`src/rtl/timer_unit.sv`:
```
// Programmable timer: free-running 16-bit divider exposed as DIV, an
// 8-bit counter TIMA clocked from a selectable divider tap, a reload
// value TMA, a control register TAC and a level interrupt request.
// Register window FF04-FF07; reads are registered with one clock latency.
module timer_unit (
    input  logic        clock,
    input  logic        reset,
    input  logic [15:0] A,
    input  logic [7:0]  Di,
    output logic [7:0]  Do,
    input  logic        wr_n,
    input  logic        rd_n,
    input  logic        cs,
    output logic        int_req,
    input  logic        int_ack
);

    localparam logic [15:0] ADDR_DIV  = 16'hFF04;
    localparam logic [15:0] ADDR_TIMA = 16'hFF05;
    localparam logic [15:0] ADDR_TMA  = 16'hFF06;
    localparam logic [15:0] ADDR_TAC  = 16'hFF07;

    logic [15:0] div_cnt_q, div_cnt_d;
    logic [7:0]  tima_q, tima_d;
    logic [7:0]  tma_q, tma_d;
    logic [2:0]  tac_q, tac_d;
    logic        int_req_q, int_req_d;
    logic [7:0]  reg_out_q, reg_out_d;

    logic wr_en_s, rd_en_s;
    logic div_wr_s, tima_wr_s, tma_wr_s, tac_wr_s;
    logic tap_ones_s, tick_s, overflow_s;

    // Bus strobe qualification and write address decode.
    always_comb begin
        wr_en_s   = cs & ~wr_n;
        rd_en_s   = cs & wr_n & ~rd_n;
        div_wr_s  = wr_en_s & (A == ADDR_DIV);
        tima_wr_s = wr_en_s & (A == ADDR_TIMA);
        tma_wr_s  = wr_en_s & (A == ADDR_TMA);
        tac_wr_s  = wr_en_s & (A == ADDR_TAC);
    end

    // Tick when the selected low divider bits are all ones; the registered
    // TAC is used, so a TAC write only affects tick generation next cycle.
    always_comb begin
        case (tac_q[1:0])
            2'b00:   tap_ones_s = &div_cnt_q[9:0];
            2'b01:   tap_ones_s = &div_cnt_q[3:0];
            2'b10:   tap_ones_s = &div_cnt_q[5:0];
            2'b11:   tap_ones_s = &div_cnt_q[7:0];
            default: tap_ones_s = 1'b0;
        endcase
        tick_s     = tac_q[2] & ~div_wr_s & tap_ones_s;
        // A CPU write to TIMA in the tick cycle suppresses the overflow.
        overflow_s = tick_s & (tima_q == 8'hFF) & ~tima_wr_s;
    end

    // Next-state for divider, counter, reload, control and interrupt.
    always_comb begin
        if (div_wr_s) begin
            div_cnt_d = 16'h0000;
        end else begin
            div_cnt_d = div_cnt_q + 16'h0001;
        end

        if (tma_wr_s) begin
            tma_d = Di;
        end else begin
            tma_d = tma_q;
        end

        if (tac_wr_s) begin
            tac_d = Di[2:0];
        end else begin
            tac_d = tac_q;
        end

        if (tima_wr_s) begin
            tima_d = Di;
        end else if (overflow_s) begin
            // Reload uses the freshly written TMA when both coincide.
            tima_d = tma_d;
        end else if (tick_s) begin
            tima_d = tima_q + 8'h01;
        end else begin
            tima_d = tima_q;
        end

        if (overflow_s) begin
            int_req_d = 1'b1;
        end else if (int_ack) begin
            int_req_d = 1'b0;
        end else begin
            int_req_d = int_req_q;
        end
    end

    // Read data capture; unmapped addresses leave the last value in place.
    always_comb begin
        reg_out_d = reg_out_q;
        if (rd_en_s) begin
            case (A)
                ADDR_DIV:  reg_out_d = div_cnt_q[15:8];
                ADDR_TIMA: reg_out_d = tima_q;
                ADDR_TMA:  reg_out_d = tma_q;
                ADDR_TAC:  reg_out_d = {5'b11111, tac_q};
                default:   reg_out_d = reg_out_q;
            endcase
        end else begin
            reg_out_d = reg_out_q;
        end
    end

    // State registers; reset overrides any concurrent write, tick or overflow.
    always_ff @(posedge clock) begin
        if (reset) begin
            div_cnt_q <= 16'h0000;
            tima_q    <= 8'h00;
            tma_q     <= 8'h00;
            tac_q     <= 3'b000;
            int_req_q <= 1'b0;
            reg_out_q <= 8'h00;
        end else begin
            div_cnt_q <= div_cnt_d;
            tima_q    <= tima_d;
            tma_q     <= tma_d;
            tac_q     <= tac_d;
            int_req_q <= int_req_d;
            reg_out_q <= reg_out_d;
        end
    end

    assign Do      = cs ? reg_out_q : 8'hFF;
    assign int_req = int_req_q;

endmodule

```
`config.mk`:
```
export PLATFORM = sky130hd
export DESIGN_NAME = timer_unit
export DESIGN_NICKNAME = d
export VERILOG_FILES = /design/src/rtl/timer_unit.sv
export SDC_FILE = /design/constraint.sdc
export NUM_CORES = 1
export LEC_CHECK = 0
export CORE_MARGIN = 3
export CORE_UTILIZATION = 57
export CTS_CLUSTER_DIAMETER = 200
export DETAILED_ROUTE_END_ITERATION = 7
export GPL_TIMING_DRIVEN = 0
export PLACE_DENSITY = 0.82
export SLEW_MARGIN = 40
export SYNTH_ARGS = -nofsm -noshare
export SYNTH_HDL_FRONTEND = slang
export SYNTH_SLANG_ARGS = --single-unit
```
`constraint.sdc`:
```
create_clock -name clock -period 7.6 [get_ports clock]
set_input_delay 1.52 -clock clock [delete_from_list [all_inputs] [get_ports clock]]
set_output_delay 1.52 -clock clock [all_outputs]
set_load 0.03 [all_outputs]
```
==> summary.md, run 1 <==
| Metric | Value |
|---|---|
| Area growth syn-to-layout | `23.8%` |
| Crit-path cells | `clkdlybuf4s50_1 > clkbuf_1 > nand2b_1 > clkdlybuf4s50_1` |
| RSZ-0062 raised after global routing | `false` |
| DP Wirelength | `4140 µm` |
| Fmax | `221 MHz` |
| CTS sink cnt | `44` |
| Starting Density | `0.609` |
| Number of flops mapped to enable cells by yosys | `0` |
| Hold Buf Count CTS | `0` |
| Compound-Gate Fraction of Synth Area | `0.164` |
| Main combinational cell family by area after synthesis | `simple AND/OR/NAND/NOR gates` |
| First-pass GRT wire length | `8900 µm` |
| Nets | `342` |
| Die Width | `69.5 µm` |
| Crit Path Class | `primary input to output port` |
| Most common cell on crit path | `clkdlybuf4s50_1` |
| DRT Wirelength | `5290 µm` |
| Commonest non-fill, non-tap cell in the layout | `dfxtp_1` |
| Async set or reset register ratio after synthesis | `0` |
| CTS resizes | `0` |
| Final Critical Period | `4.53 ns` |
| Final Cycle Share | `0.596` |
| RePlAce Congestion | `0.837` |
| Final setup fails | `0` |
| Worst EP arrival | `3.01 ns` |
| Setup bufs post-CTS | `0` |
| Port buffer count | `36` |
| Std cell rows | `22` |
| Initial antenna violation count | `0` |
| Layout cells sized above 1 | `0.0740` |
| P_leak | `1.05 nW` |
| CTS tree | `yes` |
| Post-placement cell count | `351` |
| Mux cell area share after synthesis | `0.0583` |
| Final Hold Violating Endpoints | `0` |
| Post-Syn Area per Cell | `8.60 µm²` |
| Main synth FF type | `dfxtp_1` |
| Critical Path Sink Type | `output port` |
| 1st-pass router iterations | `4` |
| Min-delay worst type | `register to register` |
| Clock transition at path regs | `0.08 ns` |
| Required @ worst endpoint | `6.08 ns` |
| ANT cells | `0` |
| Post-Synthesis Net Count | `299` |
| Synthesized instance count | `267` |
| Slowest library cell on the worst path | `clkdlybuf4s50_1` |
| CTS Buf Count | `5` |
| Final max-slew violation count | `0` |
| Max Clock Skew | `0.00395 ns` |
| Synthesized flop and latch total | `44` |
| Via density per instance | `5.69` |
| Core footprint | `3770 µm²` |
| Die H | `69.5 µm` |
| Buffers and inverters on the worst path | `3` |
| Die footprint | `4830 µm²` |
| Worst Setup Start Kind | `primary input` |
| Critical Path Fanout Max | `10` |
| Worst-case clock buffer depth | `2` |
| Max Cap Violations | `0` |
| Largest net degree at the start of global routing | `14` |
| Yosys warning count | `0` |
| Area of placed instances | `2720 µm²` |
| Sequential-to-total area share from yosys stat | `0.384` |
| Non-Filler Instances | `359` |
| H-tree lvl count | `2` |
| Global route overflow | `0` |
| XOR/XNOR share of the synthesized area | `0.0725` |
| Fin Setup TNS | `0 ns` |
| Vias in the first global route | `1,887` |
| Post-DR wirelength/cell | `14.7 µm` |
| Worst Tran Pin Value | `0.607 ns` |
| CP peak stage delay | `0.60 ns` |
| Drt initial violations | `151` |
| Most frequent cells in the layout | `dfxtp_1 (44), nor2_1 (40), clkdlybuf4s50_1 (36), nand2b_1 (18), a21oi_1 (18)` |
| I/O Pins | `39` |
| Post-Synthesis Cell Area | `2300 µm²` |
| Worst VDD drop | `0.196 mV` |
| CTS root buf | `clkbuf_8` |
| Routed Antenna Nets | `0` |
| Power Density | `165 nW/µm²` |
| DRC | `0` |
| Post-synth cell types | `41` |
| Fin area | `2840 µm²` |
| Clock Latency Late Sink | `0.29 ns` |
| Post-Synth Simple-Gate Area | `0.275` |
| Vias | `2,042` |
| Cell family with most CP delay | `buffers and inverters` |
| GR Util All Layers | `0.227` |
| Status | `complete, no violations` |
| Post-Synth Adder-Cell Area | `0.0109` |
| Max transition margin | `0.592` |
worst register-to-register path: stages, from the launching register on:
cell	delay (ns)
dfxtp_1	0.45
and3_1	0.22
and2_1	0.18
and4_1	0.20
clkbuf_1	0.31
nor2_1	0.07
a211o_1	0.27
a221oi_1	0.25
cell families (layout without fill, tap and decap cells):
logic type	count (synthesis)	after routing
multiplexers	13	13
AND/OR/NAND/NOR	116	116
AO/OA/AOI/OAI	56	56
buffers and inverters	17	61
adder cells (fa/ha/maj)	2	2
flip-flops	44	44
XOR/XNOR	19	19
final timing paths:
kind	startpoint	depth (start not counted)	endpoint	slack (ns)
max	cs	4	Do[7]	3.07
min	div_cnt_q[0]	1	div_cnt_q[0]	0.45
max reg2reg	tima_q[2]	7	tima_q[1]	5.54
min reg2reg	div_cnt_q[0]	1	div_cnt_q[0]	0.45
flip-flops by register name, summed over array words and instances, names as in the netlist:
| register | cells |
|---|---|
| tma_q | 8 |
| int_req | 1 |
| div_cnt_q | 16 |
| tima_q | 8 |
| reg_out_q | 8 |
| tac_q | 3 |
per-layer routing:
layer	wire, µm	vias up	part of all wire	GRT usage
li1	-	1043	-	-
met1	2450	942	0.46	0.309
met2	2470	49	0.47	0.357
met3	292	8	0.055	0.0580
met4	70	0	0.013	0.0607
met5	0	-	0	0
cells in the mapped netlist (3+ instances only):
| cell | n | area, µm² |
|---|---|---|
| dfxtp_1 | 44 | 881 |
| nor2_1 | 40 | 150 |
| a21oi_1 | 18 | 90.1 |
| nand2b_1 | 18 | 113 |
| nand2_1 | 12 | 45.0 |
| nand3_1 | 12 | 60.1 |
| mux2i_1 | 10 | 100 |
| xor2_1 | 10 | 87.6 |
| xnor2_1 | 9 | 78.8 |
| clkbuf_1 | 8 | 30.0 |
| nor3_1 | 8 | 40.0 |
| o21ai_0 | 8 | 40.0 |
| a22oi_1 | 7 | 52.6 |
| a221oi_1 | 6 | 52.6 |
| nand4_1 | 5 | 31.3 |
| o32ai_1 | 5 | 43.8 |
| a211oi_1 | 4 | 30.0 |
| inv_1 | 4 | 15.0 |
| a211o_1 | 3 | 26.3 |
| and2_1 | 3 | 18.8 |
| and3_1 | 3 | 18.8 |
| mux2_2 | 3 | 33.8 |
| nor2b_1 | 3 | 18.8 |
area by class of cell:
cell class	count	area, µm²
inverters	4	15.0
clock buffers	7	96.3
flip-flops and latches	44	881
well taps	48	60.1
clock inverters	1	30.0
fillers	315	928
repair buffers	36	360
multi-input cells	206	1330
plain buffers	13	66.3
metrics by stage:
stage                     worst slack, ns  hold slack, ns  total power, mW  utilization
after floorplan                      4.05           0.413            0.258            -
after global placement               3.07           0.427            0.281        0.720
after detailed placement             3.06           0.437            0.282        0.720
after CTS                            3.05           0.454            0.471        0.754
after global routing                 2.98           0.473            0.485        0.754
final                                3.07           0.450            0.469        0.754
power breakdown:
group / internal [mW] / switching, mW
clock: 0.116 / 0.0763
sequential: 0.232 / 0.000901
combinational: 0.0224 / 0.0215
Power figures use the tool's default switching activity.
==> inputs of run 2 (changes only) <==
--- a/config.mk
+++ b/config.mk
@@ -6,11 +6,11 @@
 export NUM_CORES = 1
 export LEC_CHECK = 0
 export CORE_MARGIN = 3
-export CORE_UTILIZATION = 57
+export CORE_UTILIZATION = 48
 export CTS_CLUSTER_DIAMETER = 200
 export DETAILED_ROUTE_END_ITERATION = 7
 export GPL_TIMING_DRIVEN = 0
-export PLACE_DENSITY = 0.82
+export PLACE_DENSITY = 0.73
 export SLEW_MARGIN = 40
 export SYNTH_ARGS = -nofsm -noshare
 export SYNTH_HDL_FRONTEND = slang
==> constraint.sdc (replaced) <==
create_clock -name clock -period 4.1 [get_ports clock]
set_input_delay 0.82 -clock clock [delete_from_list [all_inputs] [get_ports clock]]
set_output_delay 0.82 -clock clock [all_outputs]
set_load 0.03 [all_outputs]
==> run 2 against run 1 <==
Via count fell by 0.24%. First-iteration DRC count fell by 37%. Worst setup slack got worse by 2.2 ns. Global-route usage fell by 2.1 points. Die area rose by 17%. Non-clock buffer count did not move. Wire length rose by 2.5%. Clock-buffer cell count fell by 1. Sequential share of layout area rose by 0.32 points. Critical path depth rose by 4. Hold slack improved by 0.0036 ns. Clock skew fell by 0.0017 ns.
==> summary.md, run 2 (synthesized netlist as in run 1, its figures left out) <==
| Metric | Value |
|---|---|
| DRT Wirelength | `5420 µm` |
| Critical Path Fanout Max | `10` |
| Cell family with most CP delay | `simple AND/OR/NAND/NOR gates` |
| Die H | `75.2 µm` |
| Port buffer count | `36` |
| Power Density | `283 nW/µm²` |
| Worst R2R Setup Slack | `2.01 ns` |
| Clock Latency Late Sink | `0.30 ns` |
| Worst-case clock buffer depth | `2` |
| Commonest non-fill, non-tap cell in the layout | `dfxtp_1` |
| Max Cap Violations | `0` |
| RSZ-0062 raised after global routing | `false` |
| Fin area | `2810 µm²` |
| Biggest register | `div_cnt_q` |
| Starting Density | `0.513` |
| Buffers and inverters on the worst path | `2` |
| Fin Setup TNS | `0 ns` |
| Largest net degree at the start of global routing | `14` |
| Vias | `2,037` |
| Required @ worst endpoint | `4.30 ns` |
| Core footprint | `4470 µm²` |
| Critical Path Sink Type | `register` |
| DRC | `0` |
| Final Hold Violating Endpoints | `0` |
| Hold slack final | `0.454 ns` |
| RePlAce Congestion | `0.838` |
| Max reg flops | `16` |
| P_leak | `1.04 nW` |
| Final Cycle Share | `0.785` |
| Max Clock Skew | `0.00229 ns` |
| Drt initial violations | `95` |
| Std cell rows | `24` |
| CTS root buf | `clkbuf_8` |
| Status | `complete, no violations` |
| ANT cells | `0` |
| Final max-slew violation count | `0` |
| Area growth syn-to-layout | `22.6%` |
| Worst Slack Setup Final | `0.880 ns` |
| Clock transition at path regs | `0.08 ns` |
| Worst VDD drop | `0.188 mV` |
| Worst Tran Pin Value | `0.578 ns` |
| Critical Path End | `tima_q[1]` |
| Slowest library cell on the worst path | `clkdlybuf4s50_1` |
| Final Critical Period | `3.22 ns` |
| I/O Pins | `39` |
| Worst R2R Start | `div_cnt_q[0]` |
| CTS resizes | `0` |
| Die Width | `75.2 µm` |
| Hold Buf Count CTS | `0` |
| GR Util All Layers | `0.206` |
| CP peak stage delay | `0.49 ns` |
| 1st-pass router iterations | `4` |
| Area of placed instances | `2720 µm²` |
| Die footprint | `5650 µm²` |
| Max transition margin | `0.612` |
| Setup WS pre-CTS | `0.531 ns` |
| Global route overflow | `0` |
| Worst EP arrival | `3.42 ns` |
| Nets | `342` |
| FF-to-FF End | `tima_q[6]` |
| Critical Path Stages | `8` |
| Worst Setup Start Kind | `primary input` |
| H-tree lvl count | `2` |
| CTS sink cnt | `44` |
| Fmax | `311 MHz` |
| R2R cell count | `7` |
| Min-delay worst type | `register to register` |
| CTS tree | `yes` |
| DP Wirelength | `4180 µm` |
| Final setup fails | `0` |
| Crit-path cells | `clkdlybuf4s50_1 > clkbuf_1 > nand4bb_1 > nor4_2 > nand2_1 > mux2i_1 > a211o_1 > a221oi_1` |
| Crit path from | `cs` |
| First-pass GRT wire length | `8720 µm` |
| Via density per instance | `5.61` |
| Initial antenna violation count | `0` |
| Layout cells sized above 1 | `0.0740` |
| Final core utilization | `0.629` |
| Setup bufs post-CTS | `0` |
| Post-DR wirelength/cell | `14.9 µm` |
| Crit Path Class | `primary input to register` |
| CTS Buf Count | `5` |
| # fillers | `406` |
| Vias in the first global route | `1,769` |
| Routed Antenna Nets | `0` |
| Most frequent cells in the layout | `dfxtp_1 (44), nor2_1 (40), clkdlybuf4s50_1 (36), nand2b_1 (18), a21oi_1 (18)` |
==> run 2: area by class of cell <==
cell class | instances | area (µm²) | area share
tap | 52 | 65.1 | 0.0231
buffer | 13 | 66.3 | 0.0236
timing repair buffer | 36 | 360 | 0.128
sequential | 44 | 881 | 0.313
multi-input combinational | 206 | 1330 | 0.474
inverter | 4 | 15.0 | 0.00534
clock buffer | 6 | 82.6 | 0.0293
clock inverter | 2 | 10.0 | 0.00356
==> run 2: how the worst min path moves through the flow <==
stage                 startpoint            to  slack (ns)  depth (start not counted)
floorplan           div_cnt_q[0]  div_cnt_q[0]        0.41                          1
global placement    div_cnt_q[0]  div_cnt_q[0]        0.42                          1
detailed placement  div_cnt_q[0]  div_cnt_q[0]        0.44                          1
CTS                 div_cnt_q[0]  div_cnt_q[0]        0.46                          1
global route        div_cnt_q[0]  div_cnt_q[0]        0.48                          1
finish              div_cnt_q[0]  div_cnt_q[0]        0.45                          1
==> run 2: report_power, final <==
group | leakage (nW) | internal, mW | total, mW | switching, mW
sequential | 0.355 | 0.429 | 0.431 | 0.00181
combinational | 0.633 | 0.0415 | 0.0830 | 0.0415
clock | 0.0510 | 0.135 | 0.283 | 0.148
total | 1.04 | 0.605 | 0.797 | 0.192
==> run 2: worst register-to-register path: stages, from the launching register on <==
cell and delay [ns]:
dfxtp_1 0.36, ha_1 0.20, nand3_1 0.20, a211oi_1 0.45, o211a_2 0.38, nor2_4 0.09
a22oi_1 0.18, a21oi_1 0.09
==> run 2: stage by stage <==
| stage | power (mW) | instances |
|---|---|---|
| global route | 0.826 | 363 |
| global placement | 0.523 | 355 |
| finish | 0.797 | 363 |
| floorplan | 0.479 | 267 |
| detailed placement | 0.524 | 355 |
| CTS | 0.804 | 363 |
==> run 2: layer usage <==
metal / track usage / part of all wire
met5: 0 / 0
met4: 0.0835 / 0.017
met3: 0.0307 / 0.066
met2: 0.312 / 0.44
met1: 0.292 / 0.47
